### src/rtl/shift_result_stage.sv
// shift_result_stage: registered 2-entry output FIFO behind the vALU 32-bit shifter
// Ports:
//   clk, reset_n            clock, asynchronous active-low reset
//   in_valid/in_ready       upstream handshake; in_ready depends only on occupancy
//   in_result, in_amount    shifter output word and shift amount
//   in_logical, in_right    shifter control bits captured as out_op = {right, logical}
//   out_valid/out_ready     result-bus handshake; out_* held stable while stalled
//   out_result, out_zero, out_neg, out_noshift, out_op   head entry fields
//   result_count            wrapping count of completed output transfers
module shift_result_stage #(
    parameter int DEPTH = 2,
    parameter int CNT_W = 16
) (
    input  logic             clk,
    input  logic             reset_n,
    input  logic             in_valid,
    output logic             in_ready,
    input  logic [31:0]      in_result,
    input  logic [4:0]       in_amount,
    input  logic             in_logical,
    input  logic             in_right,
    output logic             out_valid,
    input  logic             out_ready,
    output logic [31:0]      out_result,
    output logic             out_zero,
    output logic             out_neg,
    output logic             out_noshift,
    output logic [1:0]       out_op,
    output logic [CNT_W-1:0] result_count
);
    // entry layout: {result, zero, neg, noshift, right, logical}
    localparam logic [36:0] ENTRY_RST = {32'd0, 1'b1, 1'b0, 1'b0, 2'b00};
    logic [36:0] mem [DEPTH];
    logic        rp, wp;
    logic [1:0]  count;
    logic        push, pop;
    assign in_ready  = count != 2'd2;
    assign out_valid = count != 2'd0;
    assign push      = in_valid & in_ready;
    assign pop       = out_valid & out_ready;
    assign {out_result, out_zero, out_neg, out_noshift, out_op} = mem[rp];
    always_ff @(posedge clk or negedge reset_n) begin
        if (!reset_n) begin
            for (int i = 0; i < DEPTH; i++) mem[i] <= ENTRY_RST;
            rp           <= 1'b0;
            wp           <= 1'b0;
            count        <= 2'd0;
            result_count <= '0;
        end else begin
            // flags are computed once at capture so the head fields are plain register reads
            if (push) begin
                mem[wp] <= {in_result, in_result == 32'd0, in_result[31], in_amount == 5'd0, in_right, in_logical};
                wp      <= ~wp;
            end
            if (pop) begin
                rp           <= ~rp;
                result_count <= result_count + 1'b1;
            end
            count <= count + 2'(push) - 2'(pop);
        end
    end
endmodule

### config.mk
export PLATFORM = sky130hd
export DESIGN_NAME = shift_result_stage
export DESIGN_NICKNAME = d
export VERILOG_FILES = /design/src/rtl/shift_result_stage.sv
export SDC_FILE = /design/constraint.sdc
export NUM_CORES = 1
export LEC_CHECK = 0
export CORE_AREA = 2 2 104 106
export CTS_CLUSTER_SIZE = 12
export DETAILED_ROUTE_END_ITERATION = 10
export DIE_AREA = 0 0 106 108
export PLACE_DENSITY_LB_ADDON = 0.05
export SLEW_MARGIN = 20
export SYNTH_ARGS = -nofsm -noshare
export SYNTH_HDL_FRONTEND = slang
export SYNTH_SLANG_ARGS = --single-unit
### constraint.sdc
create_clock -name clk -period 2.68 [get_ports clk]
set_input_delay 0.402 -clock clk [delete_from_list [all_inputs] [get_ports clk]]
set_output_delay 0.402 -clock clk [all_outputs]
set_load 0.02 [all_outputs]
==> results.py, run 1 <==
metrics = {
    "outcome": {
        "status": "finished, final reports clean",
    },
    "timing": {
        "post-route-period-util": 0.8961,
        "skew_ns": 0.007590,
        "hold_violations": 0,
        "fmax_ghz": 0.4164,
        "rsz0062_at_grt": "no",
        "tns_ns": 0,
        "setup_viol": 0,
        "worst_pin_slew_ns": 0.5579,
        "final_max_slew_viol_count": 0,
        "layout_min_cycle_time_ns": 2.401,
        "relSlewSlack": 0.6280,
    },
    "power": {
        "pwr-share-seq": 0.350,
        "p_sw_uw": 2320,
        "p_comb_frac": 0.509,
        "p_total_uw": 6692,
        "power_density_nw_per_um2": 1222,
        "peakVddDrop_mv": 0.5976,
        "leakagePower_uw": 0.002241,
        "internal_power_uw": 4372,
        "clkPwrFrac": 0.141,
        "p_sw_frac": 0.3466,
    },
    "synth": {
        "ys_types": 30,
        "async_reset_ff_frac": 1.000,
        "synthMuxAreaShare": 0.2967,
        "synthCells": 278,
        "synth_ff_type": "dfrtp_1",
        "synth_area_per_cell_um2": 14.97,
        "syn-num-nets": 323,
        "yosysSeqAreaShare": 0.5537,
        "ys_ff_latch": 92,
        "synthXorXnorAreaFrac": 0.03998,
        "synthTopCellsByArea": "dfrtp_1, mux2_2, xnor2_1",
        "synth_fa_ha_area_frac": 0.006011,
        "synth_area_leader_cell": "dfrtp_1",
        "synth_top_family_by_area": "multiplexers",
        "synth_compound_area_frac": 0.003306,
        "ys_warn_count": 0,
        "synth_edf_count": 0,
        "yosys.area_share.simple": 0.07214,
        "mappedNetlistArea_um2": 4163,
        "synth_top_area_share": 0.5410,
    },
    "detailed_routing": {
        "ant_nets": 0,
        "drc": 0,
        "vias": 2579,
        "drt_iter0_markers": 55,
        "wl_um": 8455,
        "post_drt_wl_per_cell_um": 16.14,
        "vias_per_cell": 4.922,
        "dr.pass1.iters": 3,
    },
    "cells_and_area": {
        "nets": 428,
        "layout_commonest_cell": "mux2_2",
        "nFillCells": 914,
        "drive_gt1_frac": 0.3634,
        "diodes": 0,
        "utilization": 0.5354,
        "layout.cells.non_filler": 524,
        "final_cell_mix": "mux2_2, clkdlybuf4s50_1, dfrtp_1, xnor2_1, clkbuf_8",
        "area_growth_pct": 31.59,
    },
    "placed_design": {
        "routabilityCongestion": 0.7191,
        "dp_hpwl_um": 5885,
        "port_buffers": 97,
        "place_inst": 507,
    },
    "global_routing": {
        "grt_max_degree": 37,
        "antenna_found_initial": 0,
        "grt_pass1_vias": 2800,
        "track_usage": 0.1579,
        "grt_pass1_wl_um": 14140,
        "grt-ovfl-total": 0,
    },
    "worst_setup_path": {
        "r2r-start": "count[0]",
        "max_stage_delay_ns": 0.55,
        "cp-startpoint": "rp",
        "crit_arrival_ns": 2.00,
        "path_class": "register to primary output",
        "start_kind": "register",
        "cp_top_family": "buffers and inverters",
        "worst_setup_path_end_kind": "primary output",
        "cp_max_fo": 25,
        "slowest_stage": "clkdlybuf4s50_1",
        "crit_buf_inv": 2,
        "critPathRequiredTime_ns": 2.28,
        "path_cells": "buf_4 -> mux2_2 -> clkdlybuf4s50_1",
    },
    "cts": {
        "path_clk_slew_ns": 0.09,
        "cts-root-buf": "clkbuf_8",
        "numCtsBuffers": 9,
        "cts-resized-gates": 0,
        "cts_buffer_depth": 2,
        "postCtsSetupBuffers": 0,
        "cts_hold_buf": 1,
        "cts_tree": "done",
        "htree_num_levels": 3,
        "clkLatencyLatePin_ns": 0.35,
        "cts_sinks": 92,
    },
    "die": {
        "dieArea_um2": 11450,
        "die_h_um": 108,
        "die_w_um": 106,
        "coreArea_um2": 10230,
        "num_rows": 37,
        "start_util": 0.4069,
        "io_pins": 98,
    },
    "worst_hold_path": {
        "min_from": "result_count[15]",
        "hp-class": "register to register",
    },
    "flow_run": {
        "maxCapViolCount": 0,
    },
}
==> worst register-to-register path, cell delays in order (launching register included) <==
cell and delay (ns):
dfrtp_1 0.44, nand2b_4 0.19, nand3_4 0.27, buf_4 0.34, mux2_2 0.37
==> per-layer routing <==
metal / wire length, um / share of wire / global-route usage / up-vias
met3: 527 / 0.062 / 0.05244 / 8
met2: 4066 / 0.48 / 0.2530 / 61
li1: - / - / - / 1220
met4: 95 / 0.011 / 0.04511 / 0
met5: 0 / 0 / 0 / -
met1: 3765 / 0.45 / 0.2061 / 1290
==> state kept, by name, indices dropped and copies added (netlist names) <==
| name | cells |
|---|---|
| wp | 1 |
| count | 2 |
| mem | 72 |
| result_count | 16 |
| rp | 1 |
==> cells in the mapped netlist (3+ instances only) <==
master,n
xnor2_1,17
mux2_1,3
nand3_1,8
dfrtp_1,90
mux2_2,104
nor2_1,3
clkbuf_8,3
buf_2,4
nand2_1,5
buf_8,3
nand4_1,6
nor4_1,8
==> through the flow <==
stage | hold slack, ns | area (um2) | setup WS, ns
detailed placement | 0.3804 | 5266 | 0.5756
floorplan | 0.1064 | 4163 | 1.160
finish | 0.4767 | 5478 | 0.2785
global route | 0.5012 | 5478 | 0.1653
global placement | 0.3787 | 5266 | 0.6112
CTS | 0.4887 | 5478 | 0.2291
==> path summary, 6_finish.rpt <==
path / cells past startpoint / slack (ns) / endpoint
worst min register to register: 1 / 0.48 / result_count[15]
min in group asynchronous: 2 / 0.52 / mem[51]
worst max-delay path: 3 / 0.28 / out_result[15]
worst min-delay path: 1 / 0.48 / result_count[15]
worst max register to register: 4 / 0.95 / mem[27]
max in group asynchronous: 3 / 1.56 / mem[2]
==> power groups by stage <==
stage,clock [uW],sequential (uW),combinational [uW]
final,944,2340,3400
after global routing,1040,2440,3650
after CTS,988,2350,3470
after detailed placement,0,2380,3450
after global placement,0,2360,3410
after floorplan,0,2330,2210
==> cell families (layout without fill, tap and decap cells) <==
| group | Yosys count | in the layout |
|---|---|---|
| AO/OA/AOI/OAI | 2 | 2 |
| adder cells (fa/ha/maj) | 2 | 2 |
| flip-flops | 92 | 92 |
| XOR/XNOR | 19 | 19 |
| multiplexers | 109 | 109 |
| AND/OR/NAND/NOR | 42 | 42 |
| buffers and inverters | 12 | 122 |
==> layout make-up <==
type / count / area (um2) / share of cell area
clock buffers: 11 / 141.4 / 0.02581
clock inverters: 5 / 60.06 / 0.01096
inverters: 1 / 3.754 / 0.0006852
multi-input cells: 174 / 1740 / 0.3177
flip-flops and latches: 92 / 2306 / 0.4210
well taps: 136 / 170.2 / 0.03106
repair buffers: 105 / 1056 / 0.1928
Power figures use the tool's default switching activity.
==> run 2, diff against run 1 <==
Settings changed: CORE_AREA 2 2 104 106 to 2 2 91 93, DIE_AREA 0 0 106 108 to 0 0 93 95.
==> results.py, run 2 (synthesis gave the netlist of run 1 again) <==
metrics = {
    "outcome": {
        "status": "finished, final reports clean",
    },
    "detailed_routing": {
        "drc": 0,
        "dr.pass1.iters": 4,
        "vias": 2576,
        "vias_per_cell": 5.246,
        "dr_wl_met2_um": 4003,
        "wl_met3_um": 378,
        "highest_layer": "met4",
        "ant_nets": 0,
        "m1WireLength_um": 3568,
        "wl_um": 8105,
        "post_drt_wl_per_cell_um": 16.51,
        "drt_iter0_markers": 34,
    },
    "timing": {
        "worst_hold_slack_ns": 0.03903,
        "relSlewSlack": 0.6000,
        "worst_pin_slew_ns": 0.6000,
        "post-route-period-util": 0.9098,
        "hold_violations": 0,
        "layout_min_cycle_time_ns": 2.438,
        "skew_ns": 0.01284,
        "tns_ns": 0,
        "final_max_slew_viol_count": 0,
        "fmax_ghz": 0.4101,
        "setup_viol": 0,
        "rsz0062_at_grt": "no",
    },
    "cells_and_area": {
        "fin_area_um2": 5396,
        "largestRegisters": "mem (72), result_count (16), count (2)",
        "final_cell_mix": "mux2_2, clkdlybuf4s50_1, dfrtp_1, xnor2_1, clkbuf_8",
        "area_growth_pct": 29.64,
        "layout_commonest_cell": "mux2_2",
        "diodes": 0,
        "largest_reg_flops": 72,
        "drive_gt1_frac": 0.3627,
        "utilization": 0.6807,
        "top_register": "mem",
        "nets": 426,
        "nFillCells": 619,
    },
    "die": {
        "dieArea_um2": 8835,
        "die_w_um": 93,
        "coreArea_um2": 7928,
        "die_h_um": 95,
        "start_util": 0.5251,
        "num_rows": 33,
        "io_pins": 98,
    },
    "power": {
        "power_density_nw_per_um2": 1221,
        "p_total_uw": 6590,
        "peakVddDrop_mv": 0.6872,
        "leakagePower_uw": 0.002222,
    },
    "cts": {
        "postCtsSetupBuffers": 0,
        "cts_tree": "done",
        "cts_sinks": 92,
        "numCtsBuffers": 9,
        "cts_buffer_depth": 2,
        "path_clk_slew_ns": 0.09,
        "cts-root-buf": "clkbuf_8",
        "clkLatencyLatePin_ns": 0.35,
        "htree_num_levels": 3,
        "cts_hold_buf": 0,
        "cts-resized-gates": 0,
    },
    "flow_run": {
        "maxCapViolCount": 0,
    },
    "worst_setup_path": {
        "worst_setup_path_end_kind": "primary output",
        "path_class": "register to primary output",
        "cp_top_family": "buffers and inverters",
        "crit_arrival_ns": 2.04,
        "max_stage_delay_ns": 0.54,
        "slowest_stage": "clkdlybuf4s50_1",
        "critPathRequiredTime_ns": 2.28,
        "cp_max_fo": 29,
        "path_cells": "buf_12 -> mux2_2 -> clkdlybuf4s50_1",
        "crit_buf_inv": 2,
        "start_kind": "register",
    },
    "global_routing": {
        "grt_pass1_wl_um": 13450,
        "antenna_found_initial": 0,
        "grt-ovfl-total": 0,
        "grt_pass1_vias": 2788,
        "grt_max_degree": 49,
        "track_usage": 0.1963,
    },
    "worst_hold_path": {
        "hp-class": "primary input to asynchronous set/reset pin",
    },
    "placed_design": {
        "dpl_cell_area_um2": 5220,
        "dp_hpwl_um": 5698,
        "routabilityCongestion": 0.8013,
        "port_buffers": 97,
    },
}
-- run 2: changes by cell type in the layout (fill, tap and decap cells not counted), sizes merged --
cell	change
clkinv	+1
buf	-1
dlygate4sd3	-1
bufinv	-1
-- run 2: where the power goes --
group,internal [uW],total [uW],switching [uW]
clock network,365,841,476
logic,1920,3370,1450
registers,2000,2380,380
total,4280,6590,2310
-- run 2: routing by layer --
layer,vias up,GRT usage
met2,61,0.3219
met3,12,0.05108
met4,0,0.07230
li1,1205,-
met1,1298,0.2534
met5,-,0
-- run 2: final cells by class --
cell class	count	area, um2	area share
timing repair buffer	103	1039	0.1924
multi-input combinational	174	1740	0.3225
tap	105	131.4	0.02434
clock buffer	11	141.4	0.02620
sequential	92	2306	0.4273
clock inverter	5	35.03	0.006492
inverter	1	3.754	0.0006956
-- run 2: metrics by stage --
step	setup WS [ns]	std cells
floorplan	1.160	278
global placement	0.5558	475
detailed placement	0.5243	475
CTS	0.2073	491
global route	0.1615	491
finish	0.2417	491
-- run 2: path summary, 6_finish.rpt --
check	from	to	slack, ns	depth (start not counted)
worst max-delay path	rp	out_result[30]	0.24	3
worst min-delay path	reset_n	mem[14]	0.04	1
worst max register to register	count[0]	mem[50]	0.96	5
worst min register to register	result_count[15]	result_count[15]	0.48	1
max in group asynchronous	reset_n	mem[5]	1.92	2
min in group clk	result_count[15]	result_count[15]	0.48	1
